File: src/rtl/axi2apb_req_arbiter.sv
// ---------------------------------------------------------------------------
// axi2apb_req_arbiter
//   Round-robin arbiter that shares one AXI-to-APB bridge REQ/ACK port among
//   NUM_REQ requesters. Only one transfer is in flight at a time. Read data and
//   error from the bridge are broadcast back and qualified by a per-requester
//   one-cycle S_ACK pulse.
//
// Ports
//   PRESETn, PCLK        async active-low reset, single clock
//   S_REQ / S_ACK        per-requester request level / done pulse
//   S_ADDR, S_WR, S_DATAW, S_BE, S_PROT
//                        packed per-requester transfer fields (slice i = req i)
//   S_DATAR, S_ERROR     broadcast response, valid while S_ACK is high
//   M_REQ / M_ACK        request to / done pulse from the bridge
//   M_ADDR, M_WR, M_DATAW, M_BE, M_PROT
//                        granted requester's fields (requester 0 when idle)
//   M_DATAR, M_ERROR     bridge response, valid with M_ACK
//   GNT                  one-hot current grant, 0 when idle
//   S_LOCK               (ARB_LOCK_EN only) per-requester grant lock request
//
// Configuration
//   ARB_LOCK_EN  when defined, adds S_LOCK: a requester holding S_LOCK in the
//                retire cycle is granted again at the next arbitration if it
//                still requests, bypassing rotation.
// ---------------------------------------------------------------------------
module axi2apb_req_arbiter #(
    parameter int unsigned NUM_REQ   = 2,
    parameter int unsigned WIDTH_PAD = 32,
    parameter int unsigned WIDTH_PDA = 32,
    parameter int unsigned WIDTH_PDS = WIDTH_PDA / 8
) (
    input  logic                           PRESETn,
    input  logic                           PCLK,
    // requester side
    input  logic [NUM_REQ-1:0]             S_REQ,
    output logic [NUM_REQ-1:0]             S_ACK,
    input  logic [NUM_REQ*WIDTH_PAD-1:0]   S_ADDR,
    input  logic [NUM_REQ-1:0]             S_WR,
    input  logic [NUM_REQ*WIDTH_PDA-1:0]   S_DATAW,
    input  logic [NUM_REQ*WIDTH_PDS-1:0]   S_BE,
    input  logic [NUM_REQ*3-1:0]           S_PROT,
`ifdef ARB_LOCK_EN
    input  logic [NUM_REQ-1:0]             S_LOCK,
`endif
    output logic [WIDTH_PDA-1:0]           S_DATAR,
    output logic                           S_ERROR,
    // bridge side
    output logic                           M_REQ,
    input  logic                           M_ACK,
    output logic [WIDTH_PAD-1:0]           M_ADDR,
    output logic                           M_WR,
    output logic [WIDTH_PDA-1:0]           M_DATAW,
    output logic [WIDTH_PDS-1:0]           M_BE,
    output logic [2:0]                     M_PROT,
    input  logic [WIDTH_PDA-1:0]           M_DATAR,
    input  logic                           M_ERROR,
    output logic [NUM_REQ-1:0]             GNT
);

    localparam int unsigned IDX_W = (NUM_REQ > 1) ? $clog2(NUM_REQ) : 1;

    typedef enum logic [1:0] {
        ST_IDLE   = 2'd0,
        ST_BUSY   = 2'd1,
        ST_RETIRE = 2'd2
    } state_t;

    // Registered state
    state_t                 state_q,  state_d;
    logic [IDX_W-1:0]       cur_q,    cur_d;     // granted index, 0 when idle
    logic [IDX_W-1:0]       last_q,   last_d;    // round-robin pointer
    logic [NUM_REQ-1:0]     gnt_q,    gnt_d;
    logic                   m_req_q,  m_req_d;
    logic [NUM_REQ-1:0]     s_ack_q,  s_ack_d;
    logic [WIDTH_PDA-1:0]   s_datar_q, s_datar_d;
    logic                   s_error_q, s_error_d;
`ifdef ARB_LOCK_EN
    logic                   lock_q,   lock_d;    // valid only for the first IDLE cycle
`endif

    // Round-robin search result
    logic                   arb_found;
    logic [IDX_W-1:0]       arb_idx;

    // First requesting index after last_q, wrapping modulo NUM_REQ
    always_comb begin
        int unsigned      cand;
        logic [IDX_W-1:0] cand_idx;
        arb_found = 1'b0;
        arb_idx   = '0;
        cand      = 0;
        cand_idx  = '0;
        for (int unsigned i = 1; i <= NUM_REQ; i++) begin
            cand     = (32'(last_q) + i) % NUM_REQ;
            cand_idx = IDX_W'(cand);
            if (!arb_found && S_REQ[cand_idx]) begin
                arb_found = 1'b1;
                arb_idx   = cand_idx;
            end
        end
    end

    // Next-state and next-output logic
    always_comb begin
        logic             grant_vld;
        logic [IDX_W-1:0] grant_idx;

        state_d   = state_q;
        cur_d     = cur_q;
        last_d    = last_q;
        gnt_d     = gnt_q;
        m_req_d   = m_req_q;
        s_ack_d   = '0;
        s_datar_d = s_datar_q;
        s_error_d = s_error_q;
`ifdef ARB_LOCK_EN
        lock_d    = lock_q;
`endif
        grant_vld = 1'b0;
        grant_idx = '0;

        unique case (state_q)
            ST_IDLE: begin
`ifdef ARB_LOCK_EN
                // A locked requester re-wins without moving the pointer
                lock_d = 1'b0;
                if (lock_q && S_REQ[last_q]) begin
                    grant_vld = 1'b1;
                    grant_idx = last_q;
                end else if (arb_found) begin
                    grant_vld = 1'b1;
                    grant_idx = arb_idx;
                    last_d    = arb_idx;
                end
`else
                if (arb_found) begin
                    grant_vld = 1'b1;
                    grant_idx = arb_idx;
                    last_d    = arb_idx;
                end
`endif
                if (grant_vld) begin
                    cur_d   = grant_idx;
                    gnt_d   = NUM_REQ'(1) << grant_idx;
                    m_req_d = 1'b1;
                    state_d = ST_BUSY;
                end
            end

            ST_BUSY: begin
                // Completes even if the requester illegally drops S_REQ
                if (M_ACK) begin
                    m_req_d   = 1'b0;
                    s_datar_d = M_DATAR;
                    s_error_d = M_ERROR;
                    s_ack_d   = gnt_q;
                    state_d   = ST_RETIRE;
                end
            end

            ST_RETIRE: begin
`ifdef ARB_LOCK_EN
                lock_d  = S_LOCK[cur_q];
`endif
                gnt_d   = '0;
                cur_d   = '0;
                state_d = ST_IDLE;
            end

            default: begin
                gnt_d   = '0;
                cur_d   = '0;
                m_req_d = 1'b0;
                state_d = ST_IDLE;
            end
        endcase
    end

    // State register
    always_ff @(posedge PCLK or negedge PRESETn) begin
        if (!PRESETn) begin
            state_q   <= ST_IDLE;
            cur_q     <= '0;
            last_q    <= IDX_W'(NUM_REQ - 1);
            gnt_q     <= '0;
            m_req_q   <= 1'b0;
            s_ack_q   <= '0;
            s_datar_q <= '0;
            s_error_q <= 1'b0;
`ifdef ARB_LOCK_EN
            lock_q    <= 1'b0;
`endif
        end else begin
            state_q   <= state_d;
            cur_q     <= cur_d;
            last_q    <= last_d;
            gnt_q     <= gnt_d;
            m_req_q   <= m_req_d;
            s_ack_q   <= s_ack_d;
            s_datar_q <= s_datar_d;
            s_error_q <= s_error_d;
`ifdef ARB_LOCK_EN
            lock_q    <= lock_d;
`endif
        end
    end

    assign S_ACK   = s_ack_q;
    assign S_DATAR = s_datar_q;
    assign S_ERROR = s_error_q;
    assign M_REQ   = m_req_q;
    assign GNT     = gnt_q;

    // Field mux from the registered grant index (requester 0 when idle)
    assign M_ADDR  = S_ADDR [int'(cur_q)*WIDTH_PAD +: WIDTH_PAD];
    assign M_WR    = S_WR   [cur_q];
    assign M_DATAW = S_DATAW[int'(cur_q)*WIDTH_PDA +: WIDTH_PDA];
    assign M_BE    = S_BE   [int'(cur_q)*WIDTH_PDS +: WIDTH_PDS];
    assign M_PROT  = S_PROT [int'(cur_q)*3 +: 3];

endmodule

File: config.mk
export PLATFORM = sky130hd
export DESIGN_NAME = axi2apb_req_arbiter
export DESIGN_NICKNAME = d
export VERILOG_FILES = /design/src/rtl/axi2apb_req_arbiter.sv
export SDC_FILE = /design/constraint.sdc
export NUM_CORES = 1
export LEC_CHECK = 0
export ABC_CLOCK_PERIOD_IN_PS = 1600
export CAP_MARGIN = 5
export CORE_AREA = 2 2 114 116
export DETAILED_ROUTE_END_ITERATION = 12
export DIE_AREA = 0 0 116 118
export GPL_ROUTABILITY_DRIVEN = 1
export SKIP_CTS_REPAIR_TIMING = 1
export SLEW_MARGIN = 0
export SYNTH_ARGS = -nofsm -noshare
export SYNTH_HDL_FRONTEND = slang
export SYNTH_SLANG_ARGS = --single-unit
File: constraint.sdc
create_clock -name PCLK -period 1.6 [get_ports PCLK]
set_clock_uncertainty 0.15 [all_clocks]
set_input_delay 0.16 -clock PCLK [delete_from_list [all_inputs] [get_ports PCLK]]
set_output_delay 0.16 -clock PCLK [all_outputs]
set_load 0.03 [all_outputs]
## Word level (Yosys, flattened, before mapping)

Cells that the tools add are included.

- Register bits: 42
- Input bits: 182
- Output and inout bits: 110
- Word-level logic and storage cells: 59

- Add/subtract/negate cells: 2
- $mul: 1
- $lt $le $gt $ge: 3
- Equal/unequal tests: 4
- Shift operators: 5
- Muxes and demuxes: 26
- Bitwise logic cells: 2
- Reduce and logical (&&, ||, !) cells: 8

Operators with widths:

| cell | number |
|---|---|
| $shiftx A64 B7 Y32 | 2 |
| $mux W1 | 17 |
| $mux W2 | 5 |
| $pmux W2 S2 | 2 |
| $reduce_and A2 Y1 | 4 |
| $shiftx A8 B4 Y4 | 1 |
| $lt A1 B2 Y1 const B | 3 |
| $shiftx A6 B4 Y3 | 1 |
| $ne A2 B2 Y1 const B | 2 |
| $mul A1 B2 Y3 const B | 1 |
| $pmux W1 S3 | 1 |
| $reduce_and A3 Y1 | 1 |
| $add A1 B1 Y1 const B | 2 |
| $eq A2 B1 Y1 const B | 1 |
| $eq A2 B2 Y1 const B | 1 |
| $logic_not A2 Y1 | 1 |
| $not A1 Y1 | 2 |
| $pmux W1 S2 | 1 |
| $shl A1 B1 Y2 const A | 1 |
| $logic_and A1 B1 Y1 | 1 |
| $logic_not A1 Y1 | 1 |

## Logic depth before layout (Yosys ltp)

- Depth in word-level cells: 12
- Gate-level depth with buffers: 5
- Gate-level depth less buffers: 4

## Least setup slack after synthesis

Ideal clock, no wire load.

- Kind: register to register
- Start: register state_q[0]
- End: register s_datar_q[10] (netlist: S_DATAR[10])
- Library setup time: 0.125 ns
- Arrival: 1.209 ns
- Data required time: 1.325 ns
- Setup slack: 0.116 ns
- Cell stages (with the launch flop): 6
- Buffers on the path: 1
- Period minus slack after synthesis: 1.484 ns
- Path through: dfrtp_1 -> nand2_1 -> or2_4 -> inv_8 -> buf_12 -> mux2_4

- Word-level cells in the longest chain between the ends: 2

RTL lines:

| what | RTL line | text |
|---|---|---|
| start, declared | 69 | `state_t state_q, state_d;` |
| start signal, assigned | 194 | `state_q <= state_d;` |
| $eq A2 B1 Y1 | 122 | `unique case (state_q)` |
| $reduce_and A2 Y1 (no line) | - |  |
| end signal, assigned | 200 | `s_datar_q <= s_datar_d;` |
| end, declared | 75 | `logic [WIDTH_PDA-1:0] s_datar_q, s_datar_d;` |

No other way between the ends.
A chain may end at the register's enable or synchronous reset.

## Final worst setup path

- Start: register cur_q
- End: output M_ADDR[8]

- Word-level cells in the longest chain between the ends: 1

RTL lines:

| what | RTL line | text |
|---|---|---|
| start, declared | 70 | `logic [IDX_W-1:0] cur_q, cur_d;` |
| start signal, assigned | 195 | `cur_q <= cur_d;` |
| $shiftx A64 B7 Y32 | 215 | `assign M_ADDR = S_ADDR [int'(cur_q)*WIDTH_PAD +: WIDTH_PAD];` |
| end, declared | 50 | `output logic [WIDTH_PAD-1:0] M_ADDR,` |

No other way between the ends.

==> flow_metrics.py <==
metrics = {
    "grt": {
        "grt_pass1_vias": 2771,
        "grt.met1_usage": 0.164,
        "grt_pass1_wl_mm": 16.0,
        "grt_overflow": 0,
        "groute.layer.met3.usage": 0.0577,
        "grt_use_total": 0.154,
        "met2_usage": 0.281,
        "grt_max_degree": 31,
        "antenna_found_initial": 1,
        "grt_busiest_layer": "met2",
    },
    "timing": {
        "drv_slew": 0,
        "whs_ps": 209,
        "slew_headroom": 0.699,
        "final.setup.worst_slack_ps": -240,
        "finalSetupViolCount": 72,
        "worstMarginPinSlew_ps": 452,
        "fin_crit_sh": 1.15,
        "period_needed_ps": 1840,
        "rsz0062_at_grt": "yes",
        "hold_violations": 0,
        "fmaxAchievable_mhz": 544,
    },
    "logic_synthesis": {
        "yosys.area_share.simple": 0.0244,
        "ys_seq_area_frac": 0.401,
        "synth_top_family_by_area": "multiplexers",
        "synth_xor_area_frac": 0,
        "avgSynthCellArea_um2": 14.0,
        "ys_seq_elements": 41,
        "async_flop_share": 1.00,
        "yosys.area_share.adder": 0,
        "muxShareOfSynthArea": 0.504,
        "netlist_instances": 183,
        "synth_compound_area_frac": 0.0191,
        "synthFlopType": "dfrtp_1",
        "synth-warning-count": 0,
        "netlist_area_um2": 2560,
        "yosysUniqueCellTypes": 21,
        "synth_nets": 365,
        "synth_edf_count": 0,
    },
    "worst_setup_path": {
        "crit_required_ps": 1290,
        "cp_cell_sequence": "buf_12 -> buf_12 -> mux2_2 -> buf_2",
        "rr_endpoint": "S_DATAR[27]$_DFFE_PN0P_",
        "slowest_stage": "dfrtp_2",
        "crit_cells": 4,
        "r2r_cells": 4,
        "critPathMaxFanout": 8,
        "cp_common_cell": "buf_12",
        "critPathBufInv": 3,
        "setup.worst_path.start": "cur_q$_DFFE_PN0P_",
        "start_kind": "flop",
        "max_stage_delay_ps": 450,
        "crit_type": "reg -> out",
        "reg2reg_from": "state_q[1]$_DFFE_PN0P_",
        "path_delay_family": "buffers and inverters",
        "crit_path_end_kind": "output pin",
        "cp.arrival_ps": 1530,
        "crit_end": "M_ADDR[8]",
        "rrSetupSlack_ps": 110,
    },
    "detailed_routing": {
        "route.vias.total": 2712,
        "drc_errors": 0,
        "drt_iter0_drc": 71,
        "routed_wl_mm": 12.0,
        "viasPerCell": 4.04,
        "wl_per_cell_um": 17.9,
        "first_pass_iters": 4,
        "postRouteAntennaNets": 0,
    },
    "finish": {
        "utilization": 0.511,
        "register_area_um2": 1030,
        "nets": 680,
        "fin_cells": 672,
        "n_fill_cell": 1132,
        "drive_gt1_frac": 0.445,
        "multi_input_area_um2": 1570,
        "syn2layout_area_growth_pct": 148,
    },
    "clocking": {
        "clk_pin_slew_ps": 60,
        "cts_sinks": 41,
        "root_buffer": "clkbuf_16",
        "cts_tree": "done",
        "clockBufferDepth": 2,
        "cts_buffers": 5,
        "clk_latency_ps": 280,
        "cts_max_level": 2,
    },
    "floorplan": {
        "fp.coreArea_um2": 12400,
        "fp.dieH_um": 118,
        "die_x_um": 116,
        "die-area_um2": 13700,
        "start_util": 0.206,
        "io_pins": 292,
        "row_count": 41,
    },
    "placed_design": {
        "dp_hpwl_mm": 9.71,
        "gp_congestion": 0.834,
        "dp_cells": 654,
        "port_buffers": 291,
        "dp_slack_ps": -292,
    },
    "pwr": {
        "power_mw": 9.89,
        "peakVddDrop_mv": 0.872,
        "pwr_density_cell_nw_per_um2": 1560,
        "leakage_nw": 3.05,
    },
    "status": {
        "status": "finished with violations",
        "violations": "setup timing",
    },
    "flow_run": {
        "cap_violations": 0,
    },
    "min_path": {
        "hold_path.class": "in -> async",
    },
}
## cells in the final DEF, fill, tap and decap left out, types with 6 or more instances in the layout
| master | n |
|---|---|
| clkdlybuf4s50_1 | 180 |
| clkbuf_16 | 6 |
| dfrtp_1 | 39 |
| mux2_2 | 31 |
| buf_6 | 55 |
| dlymetal6s2s_1 | 34 |
| mux2_4 | 74 |
| buf_4 | 17 |
| buf_12 | 10 |
| buf_2 | 17 |
## metal layers
layer / up-vias / share of wire
li1: 1289 / -
met3: 17 / 0.10
met4: 0 / 0.018
met1: 1264 / 0.35
met5: - / 0
met2: 142 / 0.53
## where the power goes
part / switching (mW) / internal, mW / total, mW
sequential: 0.289 / 1.52 / 1.81
clock: 0.417 / 0.580 / 0.997
combinational: 3.38 / 3.70 / 7.08
## metrics by stage
step	setup TNS (ps)	area, um2
global placement	-17740	5720
global route	-16000	6350
CTS	-33100	5870
finish	-13280	6350
floorplan	0	2560
detailed placement	-18070	5720
## synth_stat cells, types with 2 or more instances
| cell type | count | share of area |
|---|---|---|
| nand2_1 | 4 | 0.0059 |
| mux2_2 | 76 | 0.33 |
| nor2_1 | 3 | 0.0044 |
| o21ai_0 | 2 | 0.0039 |
| dfrtp_1 | 40 | 0.39 |
| nand3_1 | 2 | 0.0039 |
| a21oi_1 | 3 | 0.0059 |
| buf_12 | 3 | 0.023 |
| mux2_4 | 29 | 0.17 |
| inv_1 | 3 | 0.0044 |
| buf_2 | 8 | 0.016 |
## worst min-delay path by stage
| stage | slack [ps] | startpoint | to | depth (start not counted) |
|---|---|---|---|---|
| floorplan | -290 | PRESETn | GNT[0]$_DFFE_PN0P_ | 0 |
| global placement | -2 | PRESETn | S_DATAR[5]$_DFFE_PN0P_ | 1 |
| detailed placement | -3 | PRESETn | S_DATAR[5]$_DFFE_PN0P_ | 1 |
| CTS | -310 | PRESETn | S_DATAR[16]$_DFFE_PN0P_ | 1 |
| global route | 260 | PRESETn | S_DATAR[16]$_DFFE_PN0P_ | 2 |
| finish | 210 | PRESETn | S_DATAR[16]$_DFFE_PN0P_ | 2 |
## sequential cells by signal, indices dropped and copies added (netlist names)
| signal | count |
|---|---|
| GNT | 1 |
| state_q | 2 |
| last_q | 1 |
| S_DATAR | 32 |
| S_ACK | 2 |
| S_ERROR | 1 |
| cur_q | 1 |
| M_REQ | 1 |
## layout make-up
type | count | share of cell area
antenna | 1 | 0.000394
clock buffer | 5 | 0.0197
clock inverter | 3 | 0.00335
timing repair buffer | 320 | 0.529
sequential | 41 | 0.162
multi-input combinational | 126 | 0.248
inverter | 4 | 0.00355
tap | 172 | 0.0339
## cells by family after synthesis
logic type      count (synthesis)
simple gates                   13
buf+inv                        16
compound gates                  8
flops                          41
mux                           105
No activity file was read; power rests on OpenSTA's default activity.
